===== src/rtl/muldiv_pkg.sv =====
// Shared types and decode constants for the multiply/divide sequencer.
package muldiv_pkg;

    typedef enum logic [1:0] {
        ST_IDLE  = 2'd0,
        ST_BUSY  = 2'd1,
        ST_WRITE = 2'd2
    } md_state_e;

    localparam int unsigned IDX_DIV   = 32'd31;
    localparam int unsigned IDX_DIVU  = 32'd32;
    localparam int unsigned IDX_MULT  = 32'd33;
    localparam int unsigned IDX_MULTU = 32'd34;
    localparam int unsigned IDX_MFHI  = 32'd35;
    localparam int unsigned IDX_MFLO  = 32'd36;
    localparam int unsigned IDX_MTHI  = 32'd37;
    localparam int unsigned IDX_MTLO  = 32'd38;

    localparam logic [1:0] OP_MULT  = 2'b00;
    localparam logic [1:0] OP_MULTU = 2'b01;
    localparam logic [1:0] OP_DIV   = 2'b10;
    localparam logic [1:0] OP_DIVU  = 2'b11;

    localparam logic [1:0] MF_NORMAL = 2'b00;
    localparam logic [1:0] MF_HI     = 2'b01;
    localparam logic [1:0] MF_LO     = 2'b10;

    function automatic logic [1:0] op_encode(input logic div, input logic divu,
                                             input logic multu);
        logic [1:0] op;
        if (divu) begin
            op = OP_DIVU;
        end else if (div) begin
            op = OP_DIV;
        end else if (multu) begin
            op = OP_MULTU;
        end else begin
            op = OP_MULT;
        end
        return op;
    endfunction

endpackage


===== src/rtl/muldiv_lat_counter.sv =====
// Loadable down-counter that tracks remaining iterative-unit latency.
module muldiv_lat_counter #(
    parameter int unsigned CNT_W = 6
) (
    input  logic             clk_i,
    input  logic             rst_n_i,
    input  logic             load_i,
    input  logic [CNT_W-1:0] load_val_i,
    input  logic             dec_i,
    output logic             zero_o
);

    logic [CNT_W-1:0] cnt_q;

    // Count register: load has priority over decrement.
    always_ff @(posedge clk_i) begin
        if (!rst_n_i) begin
            cnt_q <= {CNT_W{1'b0}};
        end else if (load_i) begin
            cnt_q <= load_val_i;
        end else if (dec_i) begin
            cnt_q <= cnt_q - {{(CNT_W-1){1'b0}}, 1'b1};
        end else begin
            cnt_q <= cnt_q;
        end
    end

    assign zero_o = (cnt_q == {CNT_W{1'b0}});

endmodule


===== src/rtl/muldiv_sequencer.sv =====
// Sequences the iterative multiply/divide unit and HI/LO writes, stalling
// the PC while an operation is in flight.
module muldiv_sequencer import muldiv_pkg::*; #(
    parameter int unsigned MUL_LAT = 4,
    parameter int unsigned DIV_LAT = 32,
    parameter int unsigned CNT_W   = 6
) (
    input  logic        CLK,
    input  logic        RST_N,
    input  logic [53:0] RESULT,
    input  logic        DIV_ZERO,
    output logic        PC_EN,
    output logic        MD_START,
    output logic [1:0]  MD_OP,
    output logic        MD_BUSY,
    output logic        HI_W,
    output logic        LO_W,
    output logic        HILO_SRC,
    output logic [1:0]  MF_SEL
);

    md_state_e        state_q;
    logic             md_start_q;
    logic [1:0]       md_op_q;
    logic             dz_q;

    logic             md_req_s;
    logic             is_div_s;
    logic             dz_now_s;
    logic             cnt_load_s;
    logic             cnt_dec_s;
    logic             cnt_zero_s;
    logic [CNT_W-1:0] cnt_load_val_s;
    logic             unused_result_s;

    assign is_div_s = RESULT[IDX_DIV] | RESULT[IDX_DIVU];
    assign md_req_s = is_div_s | RESULT[IDX_MULT] | RESULT[IDX_MULTU];
    assign dz_now_s = DIV_ZERO & is_div_s;
    assign unused_result_s = ^{RESULT[53:39], RESULT[30:0]};

    // Counter holds LAT-1 on entry to BUSY so BUSY lasts exactly LAT cycles.
    assign cnt_load_val_s = is_div_s ? CNT_W'(DIV_LAT - 32'd1) : CNT_W'(MUL_LAT - 32'd1);
    assign cnt_load_s     = (state_q == ST_IDLE) && md_req_s && !dz_now_s;
    assign cnt_dec_s      = (state_q == ST_BUSY) && !cnt_zero_s;

    muldiv_lat_counter #(.CNT_W(CNT_W)) u_lat_counter (
        .clk_i      (CLK),
        .rst_n_i    (RST_N),
        .load_i     (cnt_load_s),
        .load_val_i (cnt_load_val_s),
        .dec_i      (cnt_dec_s),
        .zero_o     (cnt_zero_s)
    );

    // Sequencer state, latched op, div-zero flag and start pulse.
    always_ff @(posedge CLK) begin
        if (!RST_N) begin
            state_q    <= ST_IDLE;
            md_start_q <= 1'b0;
            md_op_q    <= OP_MULT;
            dz_q       <= 1'b0;
        end else begin
            md_start_q <= 1'b0;
            case (state_q)
                ST_IDLE: begin
                    if (md_req_s) begin
                        md_op_q <= op_encode(RESULT[IDX_DIV], RESULT[IDX_DIVU],
                                             RESULT[IDX_MULTU]);
                        dz_q    <= dz_now_s;
                        if (dz_now_s) begin
                            state_q <= ST_WRITE;
                        end else begin
                            state_q    <= ST_BUSY;
                            md_start_q <= 1'b1;
                        end
                    end else begin
                        state_q <= ST_IDLE;
                    end
                end
                ST_BUSY: begin
                    if (cnt_zero_s) begin
                        state_q <= ST_WRITE;
                    end else begin
                        state_q <= ST_BUSY;
                    end
                end
                ST_WRITE: state_q <= ST_IDLE;
                default:  state_q <= ST_IDLE;
            endcase
        end
    end

    // Output decode; in IDLE a mul/div request outranks MT*/MF*.
    always_comb begin
        PC_EN    = 1'b1;
        HI_W     = 1'b0;
        LO_W     = 1'b0;
        HILO_SRC = 1'b0;
        MF_SEL   = MF_NORMAL;
        case (state_q)
            ST_IDLE: begin
                PC_EN = ~md_req_s;
                if (md_req_s) begin
                    MF_SEL = MF_NORMAL;
                end else if (RESULT[IDX_MTHI]) begin
                    HI_W     = 1'b1;
                    HILO_SRC = 1'b1;
                end else if (RESULT[IDX_MTLO]) begin
                    LO_W     = 1'b1;
                    HILO_SRC = 1'b1;
                end else if (RESULT[IDX_MFHI]) begin
                    MF_SEL = MF_HI;
                end else if (RESULT[IDX_MFLO]) begin
                    MF_SEL = MF_LO;
                end else begin
                    MF_SEL = MF_NORMAL;
                end
            end
            ST_BUSY: begin
                PC_EN = 1'b0;
            end
            ST_WRITE: begin
                HI_W = ~dz_q;
                LO_W = ~dz_q;
            end
            default: begin
                PC_EN = 1'b1;
            end
        endcase
    end

    assign MD_START = md_start_q;
    assign MD_OP    = md_op_q;
    assign MD_BUSY  = (state_q != ST_IDLE);

endmodule


===== config.mk =====
export PLATFORM = sky130hd
export DESIGN_NAME = muldiv_sequencer
export DESIGN_NICKNAME = d
export VERILOG_FILES = /design/src/rtl/muldiv_pkg.sv /design/src/rtl/muldiv_lat_counter.sv /design/src/rtl/muldiv_sequencer.sv
export SDC_FILE = /design/constraint.sdc
export NUM_CORES = 1
export LEC_CHECK = 0
export BUFFER_PORTS_ARGS = -buffer_cell sky130_fd_sc_hd__buf_4
export CORE_MARGIN = 4
export CORE_UTILIZATION = 31
export CTS_CLUSTER_SIZE = 14
export DETAILED_ROUTE_END_ITERATION = 7
export GPL_TIMING_DRIVEN = 0
export PLACE_DENSITY = 0.75
export SLEW_MARGIN = 20
export SYNTH_ARGS = -nofsm -noshare
export SYNTH_HDL_FRONTEND = slang
export SYNTH_SLANG_ARGS = --single-unit

===== constraint.sdc =====
create_clock -name CLK -period 1.9 [get_ports CLK]
set_input_delay 0.38 -clock CLK [delete_from_list [all_inputs] [get_ports CLK]]
set_output_delay 0.38 -clock CLK [all_outputs]
set_load 0.05 [all_outputs]

==> metrics.yaml, run 1 <==
drc: 0
setup_tns_ns: -1.26
worst-slew-pin-transition_ns: 0.682
ys_seq_area_share_pct: 36.9
root_buffer: "sky130_fd_sc_hd__clkbuf_4"
area_delta_synth_final_pct: 56.3
die_y_microns: 53.8
synth.top_cell.area_share_pct: 36.9
num_io_pins: 67
numClockSinks: 12
gp_congestion: 0.716
skew_ns: 0.0109
cp.buffers_inverters: 2
worstPathRequired_ns: 1.52
cp.arrival_ns: 1.80
first_global_vias: 630
clock_power_share_pct: 17.6
synth.yosys.warnings: 0
gr-total-overflow: 0
synth_seq_cells: 12
final.setup.worst_slack_ns: -0.280
largest_cells_by_area_after_synthesis: "sky130_fd_sc_hd__dfxtp_1 37%, sky130_fd_sc_hd__nor2_1 6.3%, sky130_fd_sc_hd__a21oi_1 5.4%"
power.internal_w: 0.000519
synth_fp_nets: 136
numPortBuffers: 20
rows: 16
nNetsFinal: 164
detailed_placement_wirelength_estimate_microns: 1180
antennaDiodeCount: 0
drive_gt1_share_pct: 38.5
tritoncts.num_buffers: 3
post_synth_instance_area_sq_um: 651
switching_share_pct: 39.8
post_route_fraction_of_the_period_consumed_by_the_critical_path_pct: 115
synthesis.instances: 78
powerDensity_mw_per_mm2: 848
cts-htree-levels: 1
globalRouteTotalUtil_pct: 13.4
layout_min_cycle_time_ns: 2.18
synth_edf_count: 0
drtAntennaViolNets: 0
synth_flop_cell: "sky130_fd_sc_hd__dfxtp_1"
grt_pass1_wl_microns: 2760
vias: 660
worst_path_clk_slew_ns: 0.07
drt_pass1_iterations: 4
die_area_sq_mm: 0.00290
final_hold_vio_count: 0
drt_iter0_markers: 6
stdcell_area_sq_mm: 0.00102
ys_async_sr_fraction_pct: 0
max_rail_drop_vdd_v: 0.000656
grt_antenna_before_repair: 0
floorplan.initialDensity_pct: 32.8
max_fanout_on_critical_path: 2
critical_path.startpoint_type: "input pin"
tritoncts: "built"
critical_path.slowest_cell: "sky130_fd_sc_hd__or4_4"
final_max_slew_viol_count: 0
power.leakage_nw: 0.430
drv.max_cap_violation_count: 0
yosysTopAreaCell: "sky130_fd_sc_hd__dfxtp_1"
slew_headroom_pct: 54.1
grt_max_degree: 11
crit_chain: "buf_6 -> or4_4 -> or3_4 -> and4bb_4 -> buf_8"
seq_power_share_pct: 38.2
dpl_cell_area_sq_um: 860
die_w_microns: 53.8
outcome: "finished, violations left"
cts_buffer_depth: 2
achievable-frequency_mhz: 459
worst-setup-path-type: "in2out"
worstSkewPairLatency_ns: 0.28
timing.critical_path.slowest_cell_delay_ns: 0.53
violated_checks: "negative setup slack"
mean_routed_wirelength_per_cell_microns: 13.4
rsz0062_at_grt: "yes"
number_of_distinct_standard_cells_referenced_by_the_synthesized_netlist: 32
hp-class: "in2reg"
vias_per_cell: 5.04
placeableCoreArea_sq_mm: 0.00198
net-switching-power_w: 0.000343
critPathTopFamily: "simple AND/OR/NAND/NOR gates"
postRouteWirelength_microns: 1760
number_of_failing_setup_endpoints_in_the_final_timing_report: 6
pwr-share-comb_pct: 44.2
critical_path.endpoint_type: "output pin"
post_synth.cell_area_avg_sq_um: 8.34
[kinds of logic (layout without fill, tap and decap cells)]
kind of cell / after synthesis / in the layout / synth area share [%]
buffers and inverters: 7 / 33 / 4.04
DFF: 12 / 12 / 36.9
AOI/OAI and AO/OA: 19 / 19 / 21.2
adders and majority gates: 1 / 1 / 1.92
xor gates and xnor gates: 2 / 2 / 2.69
and+or+nand+nor: 36 / 36 / 31.5
muxes: 1 / 1 / 1.73
[power by group through the flow]
stage	registers [W]	logic, W	clock network (W)
floorplan	0.000353	0.000219	0
global placement	0.000326	0.000331	0
detailed placement	0.000328	0.000338	0
CTS	0.000322	0.000359	0.000156
global route	0.000336	0.000415	0.000168
finish	0.000329	0.000381	0.000152
[final cells by class]
| type | instances | area (sq um) |
|---|---|---|
| inverter | 6 | 22.5 |
| sequential | 12 | 240 |
| clock buffer | 3 | 22.5 |
| multi-input combinational | 59 | 458 |
| tap | 27 | 33.8 |
| fill | 195 | 965 |
| timing repair buffer | 24 | 240 |
[worst paths after layout]
| check | from | endpoint | slack [ns] | depth (start not counted) |
|---|---|---|---|---|
| setup reg to reg | u_lat_counter.cnt_q[0] | u_lat_counter.cnt_q[1] | 0.17 | 6 |
| hold reg to reg | u_lat_counter.cnt_q[2] | u_lat_counter.cnt_q[2] | 0.49 | 2 |
| setup / recovery | RESULT[33] | MF_SEL[1] | -0.28 | 5 |
| hold / removal | RST_N | u_lat_counter.cnt_q[4] | 0.35 | 2 |
[sequential cells by signal, summed over array words and instances (netlist names)]
| register | cells |
|---|---|
| state_q | 2 |
| MD_START | 1 |
| u_lat_counter.cnt_q | 6 |
| dz_q | 1 |
| MD_OP | 2 |
[synth_stat cells, types with 2 or more instances]
cell,count
sky130_fd_sc_hd__nor3_1,4
sky130_fd_sc_hd__a21oi_1,7
sky130_fd_sc_hd__nand3_1,2
sky130_fd_sc_hd__nand2b_1,3
sky130_fd_sc_hd__and3_1,3
sky130_fd_sc_hd__nor3b_1,2
sky130_fd_sc_hd__xnor2_1,2
sky130_fd_sc_hd__inv_1,6
sky130_fd_sc_hd__nand2_1,2
sky130_fd_sc_hd__dfxtp_1,12
sky130_fd_sc_hd__nor2_1,11
sky130_fd_sc_hd__o2bb2ai_1,2
sky130_fd_sc_hd__nor2b_1,2
sky130_fd_sc_hd__nor4_1,2
[cells in the final DEF (no fill, tap or decap), types with 3 or more instances in the layout]
cell / instances
sky130_fd_sc_hd__nor3_1: 4
sky130_fd_sc_hd__a21oi_1: 7
sky130_fd_sc_hd__inv_1: 6
sky130_fd_sc_hd__buf_8: 5
sky130_fd_sc_hd__nor2_1: 8
sky130_fd_sc_hd__buf_4: 13
sky130_fd_sc_hd__nor2_4: 3
sky130_fd_sc_hd__buf_6: 6
sky130_fd_sc_hd__dfxtp_1: 12
sky130_fd_sc_hd__clkbuf_4: 3
[per-layer routing]
layer,share of wire (%),vias up,track usage (%)
met5,0,-,0
met4,1.8,0,6.38
met3,3.2,5,3.60
met2,55,9,22.2
met1,40,306,15.8
li1,-,340,-
[worst register-to-register path, cell delays in order, from the launching register on]
cell and delay, ns:
sky130_fd_sc_hd__dfxtp_1 0.31, sky130_fd_sc_hd__inv_1 0.08, sky130_fd_sc_hd__ha_1 0.17, sky130_fd_sc_hd__nand2b_1 0.16
sky130_fd_sc_hd__o41ai_4 0.42, sky130_fd_sc_hd__mux2_2 0.39, sky130_fd_sc_hd__a21oi_1 0.13
[timing repair]
action                                  4_1_cts  5_1_grt
pin swaps                                     4        6
gates resized for setup                      15       12
buffers inserted                              2        2
endpoints found under the setup margin        6        7
hold buffers                                  0        0
endpoints found under the hold margin         0        0
[through the flow]
step	hold slack (ns)	instances	total power, W	setup WS (ns)	util, %
2_1_floorplan	0.455	78	0.000573	-0.319	-
3_3_place_gp	0.477	125	0.000657	-0.529	43.4
3_5_place_dp	0.479	125	0.000665	-0.537	43.4
4_1_cts	0.350	130	0.000837	-0.482	48.4
5_1_grt	0.355	131	0.000919	-0.309	51.3
6_report	0.354	131	0.000862	-0.280	51.3
No activity file was read; power rests on OpenSTA's default activity.
==> run 2: changes to the inputs <==
==> constraint.sdc (replaced) <==
create_clock -name CLK -period 1.9 [get_ports CLK]
set_input_delay 0.57 -clock CLK [delete_from_list [all_inputs] [get_ports CLK]]
set_output_delay 0.57 -clock CLK [all_outputs]
set_load 0.05 [all_outputs]
==> metrics.yaml, run 2 (synthesis results as in run 1) <==
outcome: "finished, violations left"
violated_checks: "negative setup slack"
post_route_fraction_of_the_period_consumed_by_the_critical_path_pct: 141  # +26 points
globalRouteTotalUtil_pct: 14.6  # +1.2 points
area_delta_synth_final_pct: 63.5
worst_hold_path.num_cells: 2  # unchanged
floorplan.initialDensity_pct: 32.8  # unchanged
net-switching-power_w: 0.000358  # +4.5%
vias_per_cell: 5.33  # +5.7%
skew_ns: 0.00581  # -0.00510 ns
mean_routed_wirelength_per_cell_microns: 13.4  # -0.37%
top_library_cells_by_usage_in_the_layout_fill_and_taps_aside: "16 x sky130_fd_sc_hd__buf_4, 10 x sky130_fd_sc_hd__dfxtp_1, 8 x sky130_fd_sc_hd__nor2_1"
nNetsFinal: 167  # +1.8%
vias: 719  # +8.9%
reg_to_reg_slack_setup_ns: 0.20  # +0.03 ns
max_fanout_on_critical_path: 2  # unchanged
slew_headroom_pct: 44.7  # -9.4 points
first_global_vias: 722  # +15%
detailed_placement_wirelength_estimate_microns: 1250  # +6.5%
final_max_slew_viol_count: 0  # unchanged
largest_register_ff_count: 6  # unchanged
worstPathRequired_ns: 1.33  # -0.19 ns
r2r_cells: 6  # unchanged
numPortBuffers: 20  # unchanged
critical_path.startpoint_type: "input pin"
achievable-frequency_mhz: 374  # -18%
layout_min_cycle_time_ns: 2.67  # +0.491 ns
pwr-share-comb_pct: 41.5  # -2.7 points
worstSkewPairLatency_ns: 0.28  # about the same
hold_worst_path_end: "u_lat_counter.cnt_q[2]"
grt_antenna_before_repair: 0  # unchanged
die_area_sq_mm: 0.00290  # unchanged
critical_path.endpoint_type: "output pin"
hp-class: "reg2reg"
die_y_microns: 53.8  # unchanged
drive_gt1_share_pct: 42.6  # +4.1 points
gp_congestion: 0.757  # +5.7%
drtAntennaViolNets: 0  # unchanged
cts-htree-levels: 1  # unchanged
gr-total-overflow: 0  # unchanged
worst-slew-pin-transition_ns: 0.822  # +0.140 ns
placeableCoreArea_sq_mm: 0.00198  # unchanged
drt_pass1_iterations: 2  # -2
post_cts_hold_buffer_count: 0  # unchanged
seq_power_share_pct: 35.7  # -2.5 points
finish.utilization_pct: 53.7  # +2.3 points
drt_iter0_markers: 7  # +1
largest_register: "u_lat_counter.cnt_q"
die_w_microns: 53.8  # unchanged
numClockSinks: 12  # unchanged
worst-setup-path-type: "in2out"
switching_share_pct: 38.7  # -1.1 points
final_hold_vio_count: 0  # unchanged
grt_max_degree: 11  # unchanged
postRouteWirelength_microns: 1800  # +2.7%
power.leakage_nw: 0.452  # +5.1%
drc: 0  # unchanged
max_rail_drop_vdd_v: 0.000470  # -28%
tritoncts.num_buffers: 3  # unchanged
rows: 16  # unchanged
hold_path_startpoint: "u_lat_counter.cnt_q[2]"
worst_path_clk_slew_ns: 0.08  # about the same
number_of_failing_setup_endpoints_in_the_final_timing_report: 6  # unchanged
cp.arrival_ns: 2.10  # +0.30 ns
whs_ns: 0.493  # +0.139 ns
rsz0062_at_grt: "yes"
num_io_pins: 67  # unchanged
grt_pass1_wl_microns: 3100  # +12%
clock_power_share_pct: 22.8  # +5.2 points
final_common_cell: "sky130_fd_sc_hd__buf_4"
root_buffer: "sky130_fd_sc_hd__clkbuf_4"
power.internal_w: 0.000568  # +9.3%
antennaDiodeCount: 0  # unchanged
worstReg2RegStart: "u_lat_counter.cnt_q[0]"
powerDensity_mw_per_mm2: 871  # +2.7%
worst_r2r_endpoint: "u_lat_counter.cnt_q[1]"
tritoncts: "built"
setup_tns_ns: -3.92  # -2.66 ns
final.setup.worst_slack_ns: -0.771  # -0.491 ns
drv.max_cap_violation_count: 0  # unchanged
cts_buffer_depth: 2  # unchanged
run 2: changes by cell type in the layout (fill, tap and decap cells not counted), sizes merged:
cell,delta
buf,+3
clkbuf,+1
run 2: power groups by stage:
stage                     Clock [W]  Combinational, W  Sequential (W)
after floorplan                   0          0.000222        0.000353
final                      0.000211          0.000384        0.000331
after CTS                  0.000213          0.000369        0.000324
after global routing       0.000234          0.000419        0.000338
after detailed placement          0          0.000342        0.000328
after global placement            0          0.000333        0.000326
run 2: worst max-delay path by stage:
stage	startpoint	to	slack, ns	depth (start not counted)
finish	RESULT[34]	MF_SEL[1]	-0.77	5
detailed placement	RESULT[31]	MF_SEL[1]	-0.93	6
floorplan	RESULT[31]	MF_SEL[1]	-0.70	4
global route	RESULT[34]	MF_SEL[1]	-0.79	5
global placement	RESULT[31]	MF_SEL[1]	-0.91	6
CTS	RESULT[31]	MF_SEL[1]	-0.79	6
run 2: timing repair:
item                       4_1_cts  5_1_grt
pin swaps                        1        7
resized for setup               19        9
setup buffers                    3        4
setup endpoints to repair        6        8
run 2: layout make-up:
class	instances	area, sq um
flip-flops and latches	12	243
well taps	27	33.8
inverters	6	22.5
clock buffers	4	36.3
fillers	191	918
repair buffers	27	263
multi-input cells	59	465
run 2: worst max-delay path, stage by stage:
cell and delay (ns):
sky130_fd_sc_hd__buf_6 0.09, sky130_fd_sc_hd__or4_4 0.54, sky130_fd_sc_hd__or3_4 0.42, sky130_fd_sc_hd__and4bb_4 0.34, sky130_fd_sc_hd__buf_8 0.14
run 2: layer usage:
layer / up-vias / track usage [%] / routed length (microns)
li1: 346 / - / -
met1: 357 / 15.7 / 757
met2: 12 / 27.0 / 947
met3: 4 / 4.43 / 78
met4: 0 / 3.83 / 21
met5: - / 0 / 0
run 2: per-stage QoR:
step / power (W) / setup slack [ns] / cell area (sq um) / cells
floorplan: 0.000576 / -0.699 / 688 / 78
global placement: 0.000660 / -0.907 / 872 / 125
detailed placement: 0.000670 / -0.931 / 872 / 125
CTS: 0.000905 / -0.791 / 1010 / 132
global route: 0.000991 / -0.791 / 1060 / 135
finish: 0.000926 / -0.771 / 1060 / 135
==> run 3: changes to the inputs <==
- RECOVER_POWER: not set -> 50
==> metrics.yaml, run 3 (synthesis results as in run 1) <==
outcome: "finished, violations left"
violated_checks: "negative setup slack"
worst_hold_path.num_cells: 2  # unchanged
max_rail_drop_vdd_v: 0.000470  # +0.11%
drt_iter0_markers: 9  # +2
top_library_cells_by_usage_in_the_layout_fill_and_taps_aside: "12 x sky130_fd_sc_hd__buf_4, 10 x sky130_fd_sc_hd__dfxtp_1, 8 x sky130_fd_sc_hd__nor2_1"
layout_min_cycle_time_ns: 2.67  # -0.00154 ns
final_hold_vio_count: 0  # unchanged
postRouteWirelength_microns: 1810  # +0.11%
post_route_fraction_of_the_period_consumed_by_the_critical_path_pct: 140  # about the same
largest_register: "u_lat_counter.cnt_q"
placeableCoreArea_sq_mm: 0.00198  # unchanged
numPortBuffers: 20  # unchanged
critical_path.startpoint_type: "input pin"
die_area_sq_mm: 0.00290  # unchanged
floorplan.initialDensity_pct: 32.8  # unchanged
rsz0062_at_grt: "yes"
drc: 0  # unchanged
cp.arrival_ns: 2.10  # about the same
powerDensity_mw_per_mm2: 877  # +0.70%
globalRouteTotalUtil_pct: 14.6  # unchanged
area_delta_synth_final_pct: 60.0
die_w_microns: 53.8  # unchanged
detailed_placement_wirelength_estimate_microns: 1250  # unchanged
final.setup.worst_slack_ns: -0.769  # +0.00154 ns
worstSkewPairLatency_ns: 0.28  # about the same
r2r_cells: 6  # unchanged
cts-htree-levels: 1  # unchanged
slew_headroom_pct: 50.6  # +5.9 points
achievable-frequency_mhz: 375  # about the same
mean_routed_wirelength_per_cell_microns: 13.4  # +0.11%
met2RoutedLength_microns: 942  # -0.53%
grt_max_degree: 11  # unchanged
m1WireLength_microns: 746  # -1.5%
vias: 715  # -0.56%
die_y_microns: 53.8  # unchanged
drtAntennaViolNets: 0  # unchanged
drt_pass1_iterations: 4  # +2
largest_register_ff_count: 6  # unchanged
final_common_cell: "sky130_fd_sc_hd__buf_4"
power.leakage_nw: 0.436  # -3.6%
drv.max_cap_violation_count: 0  # unchanged
first_global_vias: 722  # unchanged
tritoncts: "built"
worst-slew-pin-transition_ns: 0.734  # -0.0873 ns
max_fanout_on_critical_path: 2  # unchanged
grt_pass1_wl_microns: 3100  # unchanged
reg_to_reg_slack_setup_ns: 0.20  # about the same
finish.utilization_pct: 52.5  # -1.1 points
fillerInstances: 193  # +1.0%
report.power.total_w: 0.000913  # -1.4%
cts_buffer_depth: 2  # unchanged
gp_congestion: 0.757  # unchanged
critical_path.endpoint_type: "output pin"
nNetsFinal: 167  # unchanged
number_of_failing_setup_endpoints_in_the_final_timing_report: 6  # unchanged
worst_path_clk_slew_ns: 0.09  # about the same
num_io_pins: 67  # unchanged
gr-total-overflow: 0  # unchanged
dr.max_layer_used: "met4"
hp-class: "reg2reg"
numClockSinks: 12  # unchanged
worstPathRequired_ns: 1.33  # about the same
drive_gt1_share_pct: 38.9  # -3.7 points
antennaDiodeCount: 0  # unchanged
grt_antenna_before_repair: 0  # unchanged
tritoncts.num_buffers: 3  # unchanged
vias_per_cell: 5.30  # -0.56%
rows: 16  # unchanged
route.met3.wl_microns: 79  # +1.3%
final_max_slew_viol_count: 0  # unchanged
root_buffer: "sky130_fd_sc_hd__clkbuf_4"
skew_ns: 0.00764  # +0.00183 ns
worst-setup-path-type: "in2out"
-- run 3: changes by cell type in the layout (fill, tap and decap cells not counted) --
| cell | delta |
|---|---|
| sky130_fd_sc_hd__buf_4 | -4 |
| sky130_fd_sc_hd__clkbuf_1 | +4 |
| sky130_fd_sc_hd__nand3_2 | +1 |
| sky130_fd_sc_hd__nand3_4 | -1 |
-- run 3: final cells by class --
| cell class | instances | area, sq um | share of cell area [%] |
|---|---|---|---|
| clock buffers | 4 | 36.3 | 3.49 |
| inverters | 6 | 22.5 | 2.16 |
| multi-input cells | 59 | 458 | 44.0 |
| flip-flops and latches | 12 | 243 | 23.3 |
| well taps | 27 | 33.8 | 3.25 |
| repair buffers | 27 | 248 | 23.8 |
-- run 3: report_power, final --
group          switching, W  internal, W
registers         0.0000397     0.000291
logic              0.000221     0.000150
clock network     0.0000950     0.000117
total              0.000356     0.000557
-- run 3: what timing repair did --
action | in CTS | in global routing
setup buffers | 3 | 4
hold buffers | 0 | 0
resized for setup | 19 | 9
pin swaps | 1 | 7
setup endpoints to repair | 6 | 8
-- run 3: metal layers --
layer | vias to the layer above | track usage, %
li1 | 345 | -
met1 | 350 | 15.7
met2 | 14 | 27.0
met3 | 6 | 4.43
met4 | 0 | 3.83
met5 | - | 0
-- run 3: final timing paths --
path,start,endpoint
min reg2reg,u_lat_counter.cnt_q[2],u_lat_counter.cnt_q[2]
max reg2reg,u_lat_counter.cnt_q[0],u_lat_counter.cnt_q[1]
max,RESULT[34],MF_SEL[1]
min,u_lat_counter.cnt_q[2],u_lat_counter.cnt_q[2]
-- run 3: worst max-delay path, cell delays in order --
cell                       delay (ns)
sky130_fd_sc_hd__buf_6           0.09
sky130_fd_sc_hd__or4_4           0.53
sky130_fd_sc_hd__or3_4           0.42
sky130_fd_sc_hd__and4bb_4        0.34
sky130_fd_sc_hd__buf_8           0.14
-- run 3: metrics by stage --
step	setup WS (ns)	std cells	hold WS (ns)	area (sq um)	TNS, ns
finish	-0.769	135	0.496	1040	-3.91
global route	-0.791	135	0.525	1040	-4.11
CTS	-0.791	132	0.499	1010	-4.10
detailed placement	-0.931	125	0.487	872	-4.48
global placement	-0.907	125	0.472	872	-4.25
floorplan	-0.699	78	0.455	688	-3.13
